$ cat config.mk
export PLATFORM = sky130hd
export DESIGN_NAME = uart_flag_fifo
export DESIGN_NICKNAME = d
export VERILOG_FILES = /design/src/rtl/uart_flag_fifo_pkg.sv /design/src/rtl/uart_flag_fifo_mod_counter.sv /design/src/rtl/uart_flag_fifo.sv
export SDC_FILE = /design/constraint.sdc
export NUM_CORES = 1
export LEC_CHECK = 0
export CAP_MARGIN = 30
export CORE_ASPECT_RATIO = 0.7
export CORE_MARGIN = 2
export CORE_UTILIZATION = 40
export DETAILED_ROUTE_END_ITERATION = 16
export SLEW_MARGIN = 5
export SYNTH_ARGS = -nofsm -noshare
export SYNTH_HDL_FRONTEND = slang
export SYNTH_HIERARCHICAL = 1
export SYNTH_SLANG_ARGS = --single-unit
$ cat constraint.sdc
create_clock -name clk -period 4.69 [get_ports clk]
set_input_delay 0.938 -clock clk [delete_from_list [all_inputs] [get_ports clk]]
set_output_delay 0.938 -clock clk [all_outputs]
set_load 0.02 [all_outputs]
$ cat src/rtl/uart_flag_fifo_pkg.sv
// Shared types and helpers for the UART flag FIFO: strobe decode and pointer sizing.
package uart_flag_fifo_pkg;

  // {push, pop} strobe pair as seen in one cycle
  typedef enum logic [1:0] {
    OP_IDLE = 2'b00,
    OP_POP  = 2'b01,
    OP_PUSH = 2'b10,
    OP_BOTH = 2'b11
  } op_e;

  function automatic int ptr_width(input int depth);
    return (depth > 1) ? $clog2(depth) : 1;
  endfunction

endpackage

$ cat src/rtl/uart_flag_fifo_mod_counter.sv
// Wrap-around modulo-MOD counter with enable; used for the FIFO read and write pointers.
module uart_flag_fifo_mod_counter
  import uart_flag_fifo_pkg::*;
#(
  parameter int MOD = 4,
  parameter int AW  = ptr_width(MOD)
) (
  input  logic          clk,
  input  logic          reset,
  input  logic          i_en,
  output logic [AW-1:0] o_q
);

  logic [AW-1:0] r_q;

  always_ff @(posedge clk or posedge reset) begin
    if (reset) begin
      r_q <= '0;
    end else if (i_en) begin
      r_q <= (r_q == AW'(MOD - 1)) ? '0 : r_q + AW'(1);
    end
  end

  assign o_q = r_q;

endmodule

$ cat src/rtl/uart_flag_fifo.sv
// Multi-entry UART flag buffer: FIFO with occupancy status and sticky overrun,
// selectable drop-new or overwrite-oldest behaviour when pushed while full.
module uart_flag_fifo
  import uart_flag_fifo_pkg::*;
#(
  parameter int W         = 8,
  parameter int DEPTH     = 4,
  parameter int AF_LEVEL  = DEPTH - 1,
  parameter int OVERWRITE = 0
) (
  input  logic                   clk,
  input  logic                   reset,
  input  logic                   set_flag,
  input  logic [W-1:0]           din,
  input  logic                   clr_flag,
  input  logic                   clr_ovr,
  output logic [W-1:0]           dout,
  output logic                   flag,
  output logic                   full,
  output logic                   almost_full,
  output logic [$clog2(DEPTH):0] count,
  output logic                   overrun
);

  localparam int AW = ptr_width(DEPTH);
  localparam int CW = AW + 1;
  localparam logic [CW-1:0] C_DEPTH = CW'(DEPTH);
  localparam logic [CW-1:0] C_AF    = CW'(AF_LEVEL);

  logic [W-1:0]  r_mem [DEPTH];
  logic [CW-1:0] r_count;
  logic          r_overrun;

  logic [AW-1:0] w_wr_ptr;
  logic [AW-1:0] w_rd_ptr;
  logic          w_wr_en;
  logic          w_rd_en;
  logic          w_ovr_set;
  logic [CW-1:0] w_count_nxt;
  logic          w_overrun_nxt;
  logic          w_full;
  logic          w_nonempty;
  op_e           w_op;

  uart_flag_fifo_mod_counter #(.MOD(DEPTH), .AW(AW)) u_wr_ptr (
    .clk   (clk),
    .reset (reset),
    .i_en  (w_wr_en),
    .o_q   (w_wr_ptr)
  );

  uart_flag_fifo_mod_counter #(.MOD(DEPTH), .AW(AW)) u_rd_ptr (
    .clk   (clk),
    .reset (reset),
    .i_en  (w_rd_en),
    .o_q   (w_rd_ptr)
  );

  assign w_full     = (r_count == C_DEPTH);
  assign w_nonempty = (r_count != '0);
  assign w_op       = op_e'({set_flag, clr_flag});

  always_comb begin
    w_wr_en     = 1'b0;
    w_rd_en     = 1'b0;
    w_ovr_set   = 1'b0;
    w_count_nxt = r_count;
    case (w_op)
      OP_PUSH: begin
        if (!w_full) begin
          w_wr_en     = 1'b1;
          w_count_nxt = r_count + CW'(1);
        end else begin
          w_ovr_set = 1'b1;
          // Overwrite mode evicts the head so the newest word always lands
          if (OVERWRITE != 0) begin
            w_wr_en = 1'b1;
            w_rd_en = 1'b1;
          end
        end
      end
      OP_POP: begin
        if (w_nonempty) begin
          w_rd_en     = 1'b1;
          w_count_nxt = r_count - CW'(1);
        end
      end
      OP_BOTH: begin
        w_wr_en = 1'b1;
        if (w_nonempty) begin
          w_rd_en = 1'b1;
        end else begin
          w_count_nxt = r_count + CW'(1);
        end
      end
      default: begin
      end
    endcase
    // A new overrun wins over a simultaneous clear
    w_overrun_nxt = w_ovr_set | (r_overrun & ~clr_ovr);
  end

  always_ff @(posedge clk or posedge reset) begin
    if (reset) begin
      for (int i = 0; i < DEPTH; i++) begin
        r_mem[i] <= '0;
      end
      r_count   <= '0;
      r_overrun <= 1'b0;
    end else begin
      if (w_wr_en) begin
        r_mem[w_wr_ptr] <= din;
      end
      r_count   <= w_count_nxt;
      r_overrun <= w_overrun_nxt;
    end
  end

  assign dout        = r_mem[w_rd_ptr];
  assign flag        = w_nonempty;
  assign full        = w_full;
  assign almost_full = (r_count >= C_AF);
  assign count       = r_count;
  assign overrun     = r_overrun;

endmodule

# Yosys cells after proc, flatten, opt, wreduce, memory -nomap -nowiden
# Cells that the tools add are included.
# classes
addsub	4
div_mod_pow	0
eq_ne	9
n_lt_le_gt_ge	4
n_bitwise	5
multipliers	0
reduce_logical	5
muxes	18
n_shift	0
# ops
cell	n
bitwise mux 32 bit	1
2-to-1 mux 8 bit	3
binary-select mux 8 bit (select 2 bit)	1
demux 8 bit (select 2 bit)	1
2-to-1 mux 3 bit	3
case mux 3 bit (3 select lines)	1
== test 2 bit (second input constant)	4
>= comparator 3 bit (second input constant)	2
inequality test 2 bit (second input constant)	3
inverter 2 -> 3 bit	2
nonzero test 3 bit	2
2-to-1 mux 1 bit	5
adder 2 x 1 -> 2 bit (second input constant)	2
2-to-1 mux 2 bit	2
AND reduction 4 bit	1
adder 3 x 1 -> 3 bit (second input constant)	1
== test 3 bit (second input constant)	1
>= comparator 3 x 2 -> 1 bit (second input constant)	1
less-than comparator 3 x 1 -> 1 bit (second input constant)	1
subtractor 3 x 1 -> 3 bit (second input constant)	1
== test 2 x 1 -> 1 bit (second input constant)	1
case mux 1 bit (2 select lines)	1
OR reduction 2 bit	1
bitwise AND 1 bit	1
other kinds (3)	3
# word_totals
rom_bits	0
ff_bits	40
latchBits	0
out_inout_bits	15
memories	0
ram_bits	0
inputBits	13
elab_cells	53

# Depth between registers and ports, before layout
# Gate-level depths: netlist of the first run.
# logic_depth
ltp_word	6
depth_mapped	6
ltp_nobuf	5

# Cells and area by module
# Netlist of the first run, hierarchy kept.
# by_module_without_submodules
module	seq_area_each_um2	cells_per_inst	area_per_inst_um2	n_inst
uart_flag_fifo	900.9	122	1783.0	1
uart_flag_fifo_mod_counter	50.0	7	92.6	2

# Worst setup path before layout of the first run
# OpenSTA, ideal clock, no wires.
# synth_timing
path_kind	input-to-reg
startpoint	in set_flag
endpoint	reg r_count[2], in the netlist count[2]
path_stages	6
setup_time_ps	146
path_buffers	1
arrival_ps	2289
slack_ps	2255
required_time_ps	4544
path_cell_list	clkbuf_1 -> nand2b_1 -> fa_1 -> or3b_2 -> nand3_1 -> o311ai_0
# synth_between
elab_chain_cells	3
elab_cells_between_ends	9
cone_classes	6 x eq/ne; 1 x mux; 2 x reduce/logical
# synth_rtl
item	line_no	source
start: declaration	uart_flag_fifo.sv:13	input logic set_flag,
== test 2 bit or == test 2 x 1 -> 1 bit (tied branches)	uart_flag_fifo.sv:68	case (w_op)
inequality test 2 bit (no source line) or nonzero test 3 bit (tied branches)	-	
AND reduction 4 bit (no source line)	-	
end signal: assignment	uart_flag_fifo.sv:114	r_count <= w_count_nxt;
end: declaration	uart_flag_fifo.sv:31	logic [CW-1:0] r_count;
# Several ways; a longest one is shown, not always the timed one.
# A chain may end at the register's enable or synchronous reset.

# Final worst setup path of the first run
# layout_timing
startpoint	reg u_rd_ptr.r_q[0], in the netlist u_rd_ptr/o_q[0]
endpoint	out dout[2]
# layout_between
elab_chain_cells	4
# layout_rtl
item	line_no	source
start: declaration	uart_flag_fifo_mod_counter.sv:14	logic [AW-1:0] r_q;
start signal: assignment	uart_flag_fifo_mod_counter.sv:20	r_q <= (r_q == AW'(MOD - 1)) ? '0 : r_q + AW'(1);
inverter 2 -> 3 bit (implied by the code)	uart_flag_fifo.sv:119	assign dout = r_mem[w_rd_ptr];
binary-select mux 8 bit (select 2 bit)	uart_flag_fifo.sv:119	
2-to-1 mux 8 bit (implied by the code) (2 in series)	uart_flag_fifo.sv:119	
end: declaration	uart_flag_fifo.sv:17	output logic [W-1:0] dout,
# Every way passes these cells. The select of a mux whose other input is x is not followed.

==> metrics, run 1 <==
outcome=complete, no violations; final WL=3640 µm; drt wl/cell=15.4 µm; max-slew violation count=0; TritonCTS Buffers=5; syn_nets=152; DP HPWL=2650 µm; cells on worst reg2reg path=5; post-route antenna net violation count=0; Pwr Density=746 mW/mm²; critical path class=reg2out; # IOs=28; GPL Wtd Cong=0.715; Worst EP arrival=2.18 ns; worst hold path type=reg2reg; Clock Tree Root=clkbuf_8; Core Rows=21; GR Util All Layers=15.0%; hold path start=r_mem[1]$_DFFE_PP0P_; synthesized area=0.00197 mm²; share of cells above drive strength 1=34.7%; Yosys reg bits=40; Post-CTS Hold Fix Bufs=0; Post-CTS Setup Inserts=0; RSZ-0062 raised after global routing=false; largest net degree at the start of global routing=23; post-synth top area cell=dfrtp_1; Fmax=321 MHz; Unique masters post-synth=35; commonest non-fill, non-tap cell in the layout=dfrtp_1; number of enable flip-flop cells after synthesis=0; Core Box Area=0.00476 mm²; yosys warns=6; drt drc=0; synth top area cells=dfrtp_1 (51%), mux2_2 (16%), mux4_2 (9.2%), mux2_4 (6.1%), inv_1 (1.3%); vias in the first global route=1276; Max-slew headroom=48.7%; Synth top area share=50.9%; reg2reg start=count[0]$_DFFE_PP0P_; Initial Util=41.4%; final hold viol count=0; CTS tree=built; worst reg-to-reg setup slack=2.72 ns; die area=0.00551 mm²; DR vias/cell=4.96; global-route wire length before repair=6220 µm; drt first pass iters=4; FILL cells=396; mean area per synthesized cell=14.5 µm²; TNS Setup=0 ns; Max VDD drop=0.284 mV; Critical Path End Type=primary output; CTS max path bufs=2; Pwr Total=1.82 mW; Slew @ Worst Pin=0.766 ns; Layout area overhead=23.8%; Tmin final=3.11 ns; Worst Path Max Fanout=11; CP Launch Type=flop; Pleak=1.03 nW; Worst-path clk slew=0.07 ns; Critical path origin=u_rd_ptr/o_q[0]$_DFFE_PP0P_; CP max stage delay=0.74 ns; initial DRC count=44; number of max-cap violations=0; clk sinks=40; slowest CP cell=dfrtp_1; Hold EP=r_mem[1]$_DFFE_PP0P_; Post-CTS Resized=0; main flop type after synthesis=dfrtp_1; share of flip-flops with an asynchronous set or reset=100%; initial antenna violation count=0; period utilisation layout=66.4%; Synth Instances=136; via count=1170; H-tree levels=2; die extent in y=62.7 µm; sequential fraction of the synthesis area=50.9%; DIE WIDTH=87.8 µm; latest clock arrival within the worst-skew pair=0.29 ns; final net count=182; Setup Skew=0.00763 ns; Hold Path Stages=1; worst r2r dst=count[2]$_DFFE_PP0P_; remaining global-route overflow=0; IO buf count=27; worst endpoint required time=3.75 ns; CP cell instances=mux4_2 > clkdlybuf4s50_1; final setup vio count=0; n_diodes=0; commonest cells after routing, fill and taps aside=dfrtp_1 (40), mux2_2 (28), clkdlybuf4s50_1 (27)
per-layer routing:
layer | vias up | share of wire, % | track usage, %
met3 | 5 | 4.0 | 4.23
met4 | 0 | 1.1 | 4.62
met5 | - | 0 | 0
li1 | 546 | - | -
met1 | 600 | 47 | 20.6
met2 | 19 | 48 | 22.9
report_power, final:
part	internal [mW]	leakage, nW	switching [mW]	total, mW
clock	0.158	0.0552	0.113	0.271
sequential	0.520	0.476	0.162	0.682
combinational	0.526	0.499	0.339	0.865
critical path: cells and delay by family, from the launching register on:
kind     cells  cell delay [ns]
flops        1             0.74
mux          1             0.60
buf+inv      1             0.55
how the worst max path moves through the flow:
stage / endpoint / cells after the start
after floorplan: count[2]$_DFFE_PP0P_ / 6
after global placement: r_mem[6]$_DFFE_PP0P_ / 4
after detailed placement: count[2]$_DFFE_PP0P_ / 6
after CTS: dout[2] / 2
after global routing: dout[2] / 2
final: dout[2] / 2
synthesized netlist by cell type (2+ instances only):
library cell and n:
mux4_2 8, o21ai_0 3, and2_1 2, clkbuf_1 3, dfrtp_1 40, nand2_1 3
ha_1 2, nor2b_1 2, mux2_4 8, mux2_2 28, buf_2 2, nor2_1 6
inv_1 7
cell type report:
cell class	count	area (µm²)	share of cell area (%)
clock buffer	6	72.6	2.98
clock inverter	2	35.0	1.44
inverter	7	26.3	1.08
multi-input combinational	82	903	37.1
sequential	40	1000	41.1
tap	69	86.3	3.54
timing repair buffer	30	313	12.8
state kept, by name, indices dropped and copies added (netlist names):
name,flops
u_wr_ptr/o_q,2
u_rd_ptr/o_q,2
count,3
overrun,1
r_mem,32
stage by stage:
| step | hold slack, ns | setup WS, ns | cell area (µm²) | std cells | utilization (%) |
|---|---|---|---|---|---|
| 2_1_floorplan | 0.475 | 2.26 | 1970 | 136 | - |
| 3_3_place_gp | 0.484 | 1.66 | 2300 | 227 | 48.4 |
| 3_5_place_dp | 0.492 | 1.57 | 2330 | 228 | 49.0 |
| 4_1_cts | 0.509 | 1.53 | 2440 | 236 | 51.2 |
| 5_1_grt | 0.520 | 1.46 | 2440 | 236 | 51.2 |
| 6_report | 0.505 | 1.58 | 2440 | 236 | 51.2 |
cells by family after synthesis:
kind of cell | count (synthesis) | share of synthesized area [%]
flops | 40 | 50.9
mux | 44 | 31.3
buf+inv | 14 | 3.24
fa+ha+maj | 3 | 2.29
compound gates | 9 | 3.05
simple gates | 24 | 8.39
xor+xnor | 2 | 0.890
(Power assumes the default switching activity.)
==> run 2, diff against run 1 <==
Clock period 4.69 ns to 3.1 ns, I/O delays scaled along.
==> run 2 against run 1 <==
Against the previous run:
- clock-buffer cell count is 1 higher
- clock power is 68% higher
- worst hold slack worse by 0.00073 ns
- utilization is 0.29 points higher
- via count is 3.6% higher
- combinational power is 51% higher
- sequential cell count stayed put
- non-clock buffer count is 2 higher
- highest routed layer unchanged
==> metrics, run 2 (synthesis gave the netlist of run 1 again) <==
GR Util All Layers=15.5% (+0.52 points); Hold Path Stages=1 (unchanged); final setup vio count=0 (unchanged); grt met1 use=21.4% (+0.78 points); initial DRC count=61 (+39%); CTS max path bufs=2 (unchanged); Slew @ Worst Pin=0.646 ns (-0.120 ns); Max VDD drop=0.508 mV (+79%); Post-CTS Setup Inserts=0 (unchanged); GPL Wtd Cong=0.762 (+6.5%); CP Launch Type=flop; final net count=184 (+1.1%); worst reg-to-reg setup slack=1.14 ns (-1.58 ns); Worst EP arrival=2.20 ns (+0.02 ns); Critical Path End Type=primary output; Setup Skew=0.00688 ns (-0.000748 ns); final WL=3650 µm (+0.33%); reg2reg start=count[0]$_DFFE_PP0P_; post-route antenna net violation count=0 (unchanged); outcome=complete, no violations; Worst Path Max Fanout=11 (unchanged); commonest non-fill, non-tap cell in the layout=dfrtp_1; worst r2r dst=r_mem[30]$_DFFE_PP0P_; vias in the first global route=1310 (+2.7%); n_diodes=0 (unchanged); number of max-cap violations=0 (unchanged); via count=1212 (+3.6%); # IOs=28 (unchanged); Post-CTS Resized=0 (unchanged); Pwr Total=2.80 mW (+54%); final hold viol count=0 (unchanged); drt first pass iters=4 (unchanged); commonest cells after routing, fill and taps aside=dfrtp_1 (40), mux2_2 (28), clkdlybuf4s50_1 (27); Core Rows=21 (unchanged); hold path start=r_mem[9]$_DFFE_PP0P_; period utilisation layout=91.0%; cells on worst reg2reg path=3 (-2); clk sinks=40 (unchanged); share of cells above drive strength 1=36.1% (+1.4 points); H-tree levels=2 (unchanged); Pleak=1.04 nW (+1.2%); critical path class=reg2out; GR Util met2=23.7% (+0.76 points); Layout area overhead=24.5%; DR vias/cell=5.09 (+2.7%); Clock Tree Root=clkbuf_8; Pwr Density=1140 mW/mm² (+53%); largest net degree at the start of global routing=25 (+8.7%); Fmax=354 MHz; latest clock arrival within the worst-skew pair=0.29 ns (about the same); die area=0.00551 mm² (unchanged); largest register by flop count=r_mem; CTS tree=built; worst endpoint required time=2.48 ns (-1.27 ns); die extent in y=62.7 µm (unchanged); RSZ-0062 raised after global routing=false; Max-slew headroom=56.9% (+8.2 points); GRT busiest layer=met2; drt drc=0 (unchanged); Tmin final=2.82 ns; initial antenna violation count=0 (unchanged); TritonCTS Buffers=5 (unchanged); Core Box Area=0.00476 mm² (unchanged); TNS Setup=0 ns (unchanged); global-route wire length before repair=6510 µm (+4.5%); drt wl/cell=15.3 µm (-0.51%); IO buf count=27 (unchanged); final core occ=51.5% (+0.29 points); Worst-path clk slew=0.07 ns (about the same); max reg flops=32 (unchanged); DP HPWL=2590 µm (-2.2%); DIE WIDTH=87.8 µm (unchanged); M3 GR Usage=4.49% (+0.26 points); remaining global-route overflow=0 (unchanged); Initial Util=41.4% (unchanged); worst hold path type=reg2reg; max-slew violation count=0 (unchanged); Post-CTS Hold Fix Bufs=0 (unchanged); Hold EP=r_mem[9]$_DFFE_PP0P_
-- run 2: cell count changes in the layout (fill, tap and decap cells not counted), sizes merged --
| cell | before | now |
|---|---|---|
| buf | 3 | 5 |
| clkbuf | 6 | 7 |
| clkinv | 1 | 0 |
-- run 2: metrics by stage --
step	instance area (µm²)	worst slack [ns]	hold WS, ns	instances
4_1_cts	2450	0.249	0.508	238
6_report	2450	0.278	0.504	238
5_1_grt	2450	0.157	0.522	238
3_3_place_gp	2320	0.405	0.484	230
3_5_place_dp	2320	0.376	0.491	230
2_1_floorplan	1970	0.983	0.361	136
-- run 2: area by class of cell --
| class | count | area (µm²) |
|---|---|---|
| Sequential cell | 40 | 1000 |
| Tap cell | 69 | 86.3 |
| Timing Repair Buffer | 32 | 308 |
| Clock buffer | 7 | 96.3 |
| Clock inverter | 1 | 30.0 |
| Inverter | 7 | 26.3 |
| Fill cell | 414 | 2300 |
| Multi-Input combinational cell | 82 | 903 |
-- run 2: per-layer routing --
layer	share of wire (%)	routed length (µm)
met1	48	1750
met4	1.2	45
met2	47	1720
met3	3.7	135
met5	0	0
-- run 2: where the power goes --
part,internal [mW],total (mW),switching [mW]
sequential,0.787,1.04,0.250
combinational,0.804,1.31,0.508
clock,0.284,0.455,0.171
total,1.87,2.80,0.929
-- run 2: how the worst max path moves through the flow --
stage / from / to / slack [ns] / depth (start not counted)
after global routing: u_rd_ptr/o_q[0]$_DFFE_PP0P_ / dout[2] / 0.16 / 2
after global placement: clr_flag / r_mem[31]$_DFFE_PP0P_ / 0.40 / 4
final: u_rd_ptr/o_q[0]$_DFFE_PP0P_ / dout[2] / 0.28 / 2
after detailed placement: clr_flag / r_mem[24]$_DFFE_PP0P_ / 0.38 / 4
after CTS: u_rd_ptr/o_q[0]$_DFFE_PP0P_ / dout[2] / 0.25 / 2
after floorplan: set_flag / count[2]$_DFFE_PP0P_ / 0.98 / 6
-- run 2: critical path: stages (launching register included) --
cell and delay, ns:
dfrtp_1 0.76, mux4_2 0.60, clkdlybuf4s50_1 0.56
